`src/rtl/dist_pkg.sv`:
```
// Shared types, widths and the saturation helper for the echo-to-distance converter.
package dist_pkg;

  localparam int CM_W  = 10;
  localparam int RAW_W = 22;

  typedef enum logic [1:0] {
    IDLE,
    DIV,
    POST,
    OUT
  } state_t;

  // Clamp a raw quotient to the saturation distance and narrow it to CM_W bits.
  function automatic logic [CM_W-1:0] sat_cm(input logic [RAW_W-1:0] q,
                                             input logic [RAW_W-1:0] max_cm);
    return (q > max_cm) ? max_cm[CM_W-1:0] : q[CM_W-1:0];
  endfunction

endpackage

```
`src/rtl/udiv_seq.sv`:
```
// Sequential restoring unsigned divider: one quotient bit per cycle, DW cycles after start.
// done is high during the cycle of the final step; quotient is valid from the next cycle.
module udiv_seq #(
  parameter int DW = 22,
  parameter int VW = 12
) (
  input  logic          clk,
  input  logic          rst,
  input  logic          start,
  input  logic [DW-1:0] dividend,
  input  logic [VW-1:0] divisor,
  output logic          done,
  output logic [DW-1:0] quotient
);

  localparam int CW = $clog2(DW + 1);

  logic [CW-1:0] cnt;
  logic [VW-1:0] rem;
  logic [VW-1:0] dvs;
  logic [VW:0]   trial;
  logic [VW:0]   diff;

  // The dividend shifts out of the top of quotient while quotient bits shift in below.
  assign trial = {rem, quotient[DW-1]};
  assign diff  = trial - {1'b0, dvs};
  assign done  = (cnt == CW'(1));

  // NOTE: sequential state uses non-blocking assignments so every register
  // samples the pre-edge values, independent of statement order.
  always_ff @(posedge clk or posedge rst) begin
    if (rst) begin
      cnt      <= '0;
      rem      <= '0;
      dvs      <= '0;
      quotient <= '0;
    end else if (start) begin
      cnt      <= CW'(DW);
      rem      <= '0;
      dvs      <= divisor;
      quotient <= dividend;
    end else if (cnt != '0) begin
      cnt <= cnt - CW'(1);
      if (!diff[VW]) begin
        rem      <= diff[VW-1:0];
        quotient <= {quotient[DW-2:0], 1'b1};
      end else begin
        rem      <= trial[VW-1:0];
        quotient <= {quotient[DW-2:0], 1'b0};
      end
    end
  end

endmodule

```
`src/rtl/distance_converter.sv`:
```
// Converts an echo width in clk cycles to a filtered distance in cm with obstacle hysteresis.
// Optional build macro DIST_MEDIAN3_EN adds a 3-tap median filter ahead of the hysteresis.
module distance_converter
  import dist_pkg::*;
#(
  parameter int CYCLES_PER_CM = 2900,
  parameter int MAX_CM        = 400,
  parameter int NEAR_CM       = 15,
  parameter int FAR_CM        = 20
) (
  input  logic             clk,
  input  logic             rst,
  input  logic             raw_valid,
  input  logic [RAW_W-1:0] raw_count,
  output logic             busy,
  output logic             dist_valid,
  output logic [CM_W-1:0]  dist_cm,
  output logic             out_of_range,
  output logic             obstacle,
  output logic             overrun
);

  localparam int DIV_W = $clog2(CYCLES_PER_CM + 1);
  localparam logic [DIV_W-1:0] DIVISOR = DIV_W'(CYCLES_PER_CM);
  localparam logic [RAW_W-1:0] MAX_RAW = RAW_W'(MAX_CM);
  localparam logic [CM_W-1:0]  MAX_V   = CM_W'(MAX_CM);
  localparam logic [CM_W-1:0]  NEAR_V  = CM_W'(NEAR_CM);
  localparam logic [CM_W-1:0]  FAR_V   = CM_W'(FAR_CM);

  state_t           state_q;
  state_t           state_d;
  logic             start;
  logic             div_done;
  logic [RAW_W-1:0] quo;
  logic [CM_W-1:0]  sat;
  logic [CM_W-1:0]  filt;
  logic             obs_next;

  assign start      = (state_q == IDLE) && raw_valid;
  assign busy       = (state_q != IDLE);
  assign dist_valid = (state_q == OUT);
  assign overrun    = raw_valid && busy;

  // The divider holds the latched raw_count; raw_valid is only seen while IDLE.
  udiv_seq #(
    .DW(RAW_W),
    .VW(DIV_W)
  ) u_div (
    .clk      (clk),
    .rst      (rst),
    .start    (start),
    .dividend (raw_count),
    .divisor  (DIVISOR),
    .done     (div_done),
    .quotient (quo)
  );

  always_ff @(posedge clk or posedge rst) begin
    if (rst) state_q <= IDLE;
    else     state_q <= state_d;
  end

  // NOTE: every output of a combinational block gets a default first, so no
  // path through the case can leave it unassigned and infer a latch.
  always_comb begin
    state_d = state_q;
    unique case (state_q)
      IDLE: if (raw_valid) state_d = DIV;
      DIV:  if (div_done)  state_d = POST;
      POST: state_d = OUT;
      OUT:  state_d = IDLE;
      default: state_d = IDLE;
    endcase
  end

`ifdef DIST_MEDIAN3_EN
  logic [CM_W-1:0] h1;
  logic [CM_W-1:0] h2;
  logic [CM_W-1:0] lo;
  logic [CM_W-1:0] hi;

  always_ff @(posedge clk or posedge rst) begin
    if (rst) begin
      h1 <= MAX_V;
      h2 <= MAX_V;
    end else if (state_q == POST) begin
      h2 <= h1;
      h1 <= sat;
    end
  end
`endif

  always_comb begin
    sat = sat_cm(quo, MAX_RAW);
`ifdef DIST_MEDIAN3_EN
    lo   = (sat < h1) ? sat : h1;
    hi   = (sat < h1) ? h1  : sat;
    filt = (h2 < lo) ? lo : ((h2 > hi) ? hi : h2);
`else
    filt = sat;
`endif
    obs_next = obstacle;
    if (filt <= NEAR_V)     obs_next = 1'b1;
    else if (filt >= FAR_V) obs_next = 1'b0;
  end

  // Results are captured leaving POST so they are already stable while dist_valid is high.
  always_ff @(posedge clk or posedge rst) begin
    if (rst) begin
      dist_cm      <= '0;
      out_of_range <= 1'b0;
      obstacle     <= 1'b0;
    end else if (state_q == POST) begin
      dist_cm      <= filt;
      out_of_range <= (quo > MAX_RAW);
      obstacle     <= obs_next;
    end
  end

endmodule

```
`config.mk`:
```
export PLATFORM = sky130hd
export DESIGN_NAME = distance_converter
export DESIGN_NICKNAME = d
export VERILOG_FILES = /design/src/rtl/dist_pkg.sv /design/src/rtl/udiv_seq.sv /design/src/rtl/distance_converter.sv
export SDC_FILE = /design/constraint.sdc
export NUM_CORES = 1
export LEC_CHECK = 0
export ABC_AREA = 1
export CAP_MARGIN = 30
export CORE_UTILIZATION = 33
export CTS_BUF_LIST = sky130_fd_sc_hd__clkbuf_4 sky130_fd_sc_hd__clkbuf_8
export CTS_CLUSTER_SIZE = 24
export DETAILED_ROUTE_END_ITERATION = 16
export GPL_ROUTABILITY_DRIVEN = 0
export PLACE_DENSITY_LB_ADDON = 0.15
export SLEW_MARGIN = 20
export SYNTH_ARGS = -nofsm -noshare
export SYNTH_HDL_FRONTEND = slang
export SYNTH_SLANG_ARGS = --single-unit
```
`constraint.sdc`:
```
create_clock -name clk -period 2.1 [get_ports clk]
set_clock_uncertainty 0.2 [all_clocks]
set_input_delay 0.42 -clock clk [delete_from_list [all_inputs] [get_ports clk]]
set_output_delay 0.42 -clock clk [all_outputs]
set_load 0.005 [all_outputs]
```
# --- Word-level counts from Yosys, hierarchy flattened ---
# Cells that the tools add are included.
word_totals:
  inputBits: 25
  output_inout_bits: 15
  wordCells: 42
  regBits: 54
classes:
  add_sub_neg: 2
  n_eq_ne: 6
  n_reduce_logical: 9
  mux: 14
  order_cmp: 3
ops:
  columns: ["operator", "count"]
  rows:
  - ["22-bit two-way mux", 2]
  - ["12-bit two-way mux", 3]
  - ["22-bit by 9-bit > comparator with 1-bit output (second input constant)", 1]
  - ["13-bit by 12-bit subtractor with 13-bit output", 1]
  - ["10-bit by 5-bit greater-or-equal comparator with 1-bit output (second input constant)", 1]
  - ["10-bit by 4-bit <= comparator with 1-bit output (second input constant)", 1]
  - ["10-bit two-way mux", 1]
  - ["5-bit two-way mux", 2]
  - ["2-bit one-hot mux with 4 select lines", 1]
  - ["2-bit nonzero test", 3]
  - ["5-bit by 1-bit == test with 1-bit output (second input constant)", 1]
  - ["5-bit nonzero test", 1]
  - ["5-bit by 1-bit subtractor with 5-bit output (second input constant)", 1]
  - ["2-bit == test (second input constant)", 2]
  - ["2-bit two-way mux", 2]
  - ["2-bit != test (second input constant)", 2]
  - ["2-bit AND reduction", 2]
  - ["1-bit two-way mux", 3]
  - ["2-bit by 1-bit == test with 1-bit output (second input constant)", 1]
  - ["1-bit logical AND", 2]
  - ["2-bit logical NOT", 1]

# --- Depth between registers and ports, before layout ---
depth:
  depth_word: 5
  mapped_depth: 13
  mapped_depth_nobuf: 13

# --- Hierarchy ---
# Synthesis repeated with hierarchy kept, for this count alone.
unflattened:
  hier_cells: 505
  hier_area_um2: 4031.4
by_module_without_submodules:
  columns: ["mod", "area_per_inst_um2", "instances", "cells_each"]
  rows:
  - ["udiv_seq", 3248.1, 1, 402]
  - ["distance_converter", 783.3, 1, 103]

# --- Worst setup path after synthesis ---
# OpenSTA, ideal clock, no wires.
synth_path:
  path_kind: "reg2reg"
  start: "register, netlist name u_div.dvs[2]"
  end: "register u_div.rem[4]"
  path_slack_ns: 0.187
  setup_time_ns: 0.116
  synth_period_minus_slack_ns: 1.913
  arrival_ns: 1.597
  t_required_ns: 1.784
  path_stages_with_launch: 12
  path_cell_list: "dfrtp_1 -> inv_1 -> ha_1 -> nand2_1 -> nand2_1 -> a21oi_4 -> nand4_2 -> buf_6 -> nand3_1 -> nand2_1 -> nand2_1 -> nand2_1"
synth_via:
  elab_chain_len: 4
synth_lines:
  columns: ["item", "line_no", "rtl"]
  rows:
  - ["13-bit by 12-bit subtractor with 13-bit output", "udiv_seq.sv:26", "assign diff = trial - {1'b0, dvs};"]
  - ["12-bit two-way mux", "udiv_seq.sv:44", "if (!diff[VW]) begin"]
  - ["12-bit two-way mux", "udiv_seq.sv:42", "end else if (cnt != '0) begin"]
  - ["12-bit two-way mux", "udiv_seq.sv:37", "end else if (start) begin"]
  - ["end signal: assignment", "udiv_seq.sv:45", "rem <= diff[VW-1:0];"]
  - ["end signal: assignment", "udiv_seq.sv:48", "rem <= trial[VW-1:0];"]
  - ["end: declaration", "udiv_seq.sv:19", "logic [VW-1:0] rem;"]
# Every way passes these cells. The select of a mux whose other input is x is not followed.
# A chain may end at the register's enable or synchronous reset.

# --- Final worst setup path ---
layout_path:
  start: "register, netlist name u_div.dvs[2]"
  end: "register u_div.rem[4]"
layout_via:
  elab_chain_len: 4
layout_lines:
  columns: ["item", "line_no"]
  rows:
  - ["13-bit by 12-bit subtractor with 13-bit output", "udiv_seq.sv:26"]
  - ["12-bit two-way mux", "udiv_seq.sv:44"]
  - ["12-bit two-way mux", "udiv_seq.sv:42"]
  - ["12-bit two-way mux", "udiv_seq.sv:37"]
# Every way passes these cells. The select of a mux whose other input is x is not followed.

==> out/metrics.cfg <==
[synth]
yosysSeqAreaShare_pct = 44.5
synth_top_cells_by_area = dfrtp_1, nand2_1, ha_1
syn-instance-count = 382
ys_seq_elements = 54
synthesis.area_um2 = 3040
synth_cell_types = 32
synth_top_area_share_pct = 44.5
synth_most_common_cell = nand2_1
synthFlopType = dfrtp_1
synth_edf_count = 0
yosys_warnings = 0
syn_nets = 422
async_flop_share_pct = 100
synth.top_cells.by_count = nand2_1, dfrtp_1, inv_1
avgSynthCellArea_um2 = 7.95
yosysTopAreaCell = dfrtp_1

[floorplanning]
dieArea_um2 = 9590
rows = 34
start_util_pct = 34.5
die_x_um = 97.9
die_h_um = 97.9
num_io_pins = 40
core_area_um2 = 8810

[route]
via_per_inst = 4.78
wl_per_cell_um = 13.0
drc = 0
ant_nets = 0
first_pass_iters = 4
routed_wl_um = 7250
first_iter_violations = 118
vias = 2656

[critical_path]
crit_family = simple AND/OR/NAND/NOR gates
critical_path_buf_inv_count = 2
rr_endpoint = u_div.rem[4]$_DFFE_PP0P_
critPathMaxStageDelay_ps = 410
worst-path-stages = 11
worstPathCellList = inv_4 -> ha_4 -> nand2_2 -> nand2_2 -> a21oi_4 -> nand4_4 -> buf_4 -> nand3_1 -> nand2_1 -> nand2_1 -> nand2_1
reg2reg_from = u_div.dvs[2]$_DFFE_PP0P_
critPathCapture = u_div.rem[4]$_DFFE_PP0P_
slowest_stage = dfrtp_1
crit_required_ps = 2100
worstPathMaxFanout = 6
r2r_cells = 11
critPathLaunch = u_div.dvs[2]$_DFFE_PP0P_
cp_common_cell = nand2_1
cp-end-kind = register
startpoint_type = register
crit_type = register to register
rrSetupSlack_ps = 90
critical_path_arrival_ps = 2010

[power]
irDropWorstVdd_mv = 0.497
internal-power_w = 0.00302
p_clk_share_pct = 13.5
switching_power_w = 0.00224
switching_share_pct = 42.5
p_per_area_nw_per_um2 = 1330
power_w = 0.00526
leakage_nw = 1.92
combPwrFrac_pct = 52.4
p_seq_share_pct = 34.1

[timing]
finalMaxSlewViolations = 0
worst_pin_slew_ps = 322
finalSetupViolations = 0
finalCritPeriodShare_pct = 95.9
max_freq_ghz = 0.496
hold_violations = 0
totalNegativeSetupSlack_ps = 0
period_minus_slack_ps = 2010
maxSlewHeadroom_pct = 78.5
whs_ps = 261

[final_layout]
final_cells = 556
multi_input_area_um2 = 1510
layout-drive-gt1-share_pct = 15.6
final_nets = 487
seq_area_um2 = 1350
fin_util_pct = 44.9
fillers = 905
area_growth_pct = 30.3
diodes = 0

[place]
io_buffers = 39
dp_cells = 544
hpwl_um = 5270

[worst_hold_path]
hold_class = input port to asynchronous set/reset pin

[global_routing]
grt_usage_pct = 15.9
grt_antenna_before_repair = 0
grt_max_degree = 55
grt_pass1_wl_um = 12200
grt_pass1_vias = 2555
overflow = 0

[clock_tree]
numCtsBuffers = 5
cts.clk_slew.worst_paths_ps = 110
holdBufCountCts = 0
cts_tree = built
cts_sinks = 54
root_buffer = clkbuf_8
worstSkewPairLatency_ps = 310
htree_levels = 2
cts_buffer_depth = 2

[flow_run]
maxCapViolCount = 0

[status]
outcome = finished clean

## worst min-delay path by stage
stage / startpoint / to / slack, ps / cells past startpoint
2_1_floorplan: u_div.quotient[11]$_DFFE_PP0P_ / u_div.quotient[11]$_DFFE_PP0P_ / 260 / 2
3_3_place_gp: dist_cm[4]$_DFFE_PP0P_ / dist_cm[4]$_DFFE_PP0P_ / 270 / 1
3_5_place_dp: dist_cm[4]$_DFFE_PP0P_ / dist_cm[4]$_DFFE_PP0P_ / 270 / 1
4_1_cts: rst / u_div.rem[9]$_DFFE_PP0P_ / 270 / 3
5_1_grt: rst / dist_cm[2]$_DFFE_PP0P_ / 300 / 3
6_report: rst / dist_cm[0]$_DFFE_PP0P_ / 260 / 3
## area by class of cell
class	count	share of cell area [%]
timing repair buffer	69	16.2
tap	108	3.42
sequential	54	34.2
clock inverter	3	1.11
inverter	55	5.28
multi-input combinational	262	38.1
clock buffer	5	1.74
## per-stage QoR
| stage | instance area (um^2) | worst slack (ps) |
|---|---|---|
| 6_report | 3960 | 85.6 |
| 5_1_grt | 3960 | -30.6 |
| 4_1_cts | 3840 | 41.1 |
| 3_5_place_dp | 3710 | -64.3 |
| 3_3_place_gp | 3710 | -47.4 |
| 2_1_floorplan | 3040 | 165 |
## layer usage
layer	vias to the layer above	wire, um	track usage (%)
met4	0	51	3.85
met2	42	3490	25.8
met5	-	0	0
met3	4	233	2.72
met1	1243	3470	22.0
li1	1367	-	-
## layout by cell type (no fill, tap or decap), types with 2 or more instances in the layout
cell and n:
clkbuf_8 5, xor2_1 3, nand3b_1 5, inv_2 9, nand2_1 110, a31oi_1 2, ha_4 3, nand2_4 2
dfrtp_1 54, buf_12 2, o22ai_1 3, nor2_2 2, nor2_1 17, clkdlybuf4s50_1 36, dlygate4sd2_1 3, nand3_1 26
o21ai_0 28, ha_2 3, o21a_1 2, inv_1 44, nand3_4 2, nor3_1 2, a22oi_1 20, xnor2_1 3
nand2_2 5, buf_4 27, ha_1 9, a21oi_1 4, nand4_1 3
## registers in the layout, summed over array words and instances, names as in the netlist
register	count
u_div.dvs	1
dist_cm	10
obstacle	1
u_div.quotient	22
u_div.cnt	5
out_of_range	1
u_div.rem	12
state_q	2
## power groups by stage
stage                     combinational, W  clock (W)  sequential, W
after detailed placement           0.00262          0        0.00179
after CTS                          0.00265   0.000744        0.00177
after global routing               0.00321   0.000777        0.00185
after global placement             0.00258          0        0.00179
after floorplan                    0.00187          0        0.00171
final                              0.00276   0.000711        0.00179
## repair_timing
item	4_1_cts	5_1_grt
pin swaps	0	9
setup endpoints to repair	12	11
gates resized for setup	7	21
setup buffers	2	2
## tightest hold or removal path, delay by kind of cell
kind,cells,cell delay [ps]
buffers and inverters,3,750
## kinds of logic (layout without fill, tap and decap cells)
logic type	Yosys count	in the layout	share of synthesized area [%]
and+or+nand+nor	177	177	25.2
buffers and inverters	66	132	9.11
AOI/OAI and AO/OA	64	64	13.2
DFF	54	54	44.5
adders and majority gates	15	15	6.18
xor gates and xnor gates	6	6	1.73
No activity file was read; power rests on OpenSTA's default activity.
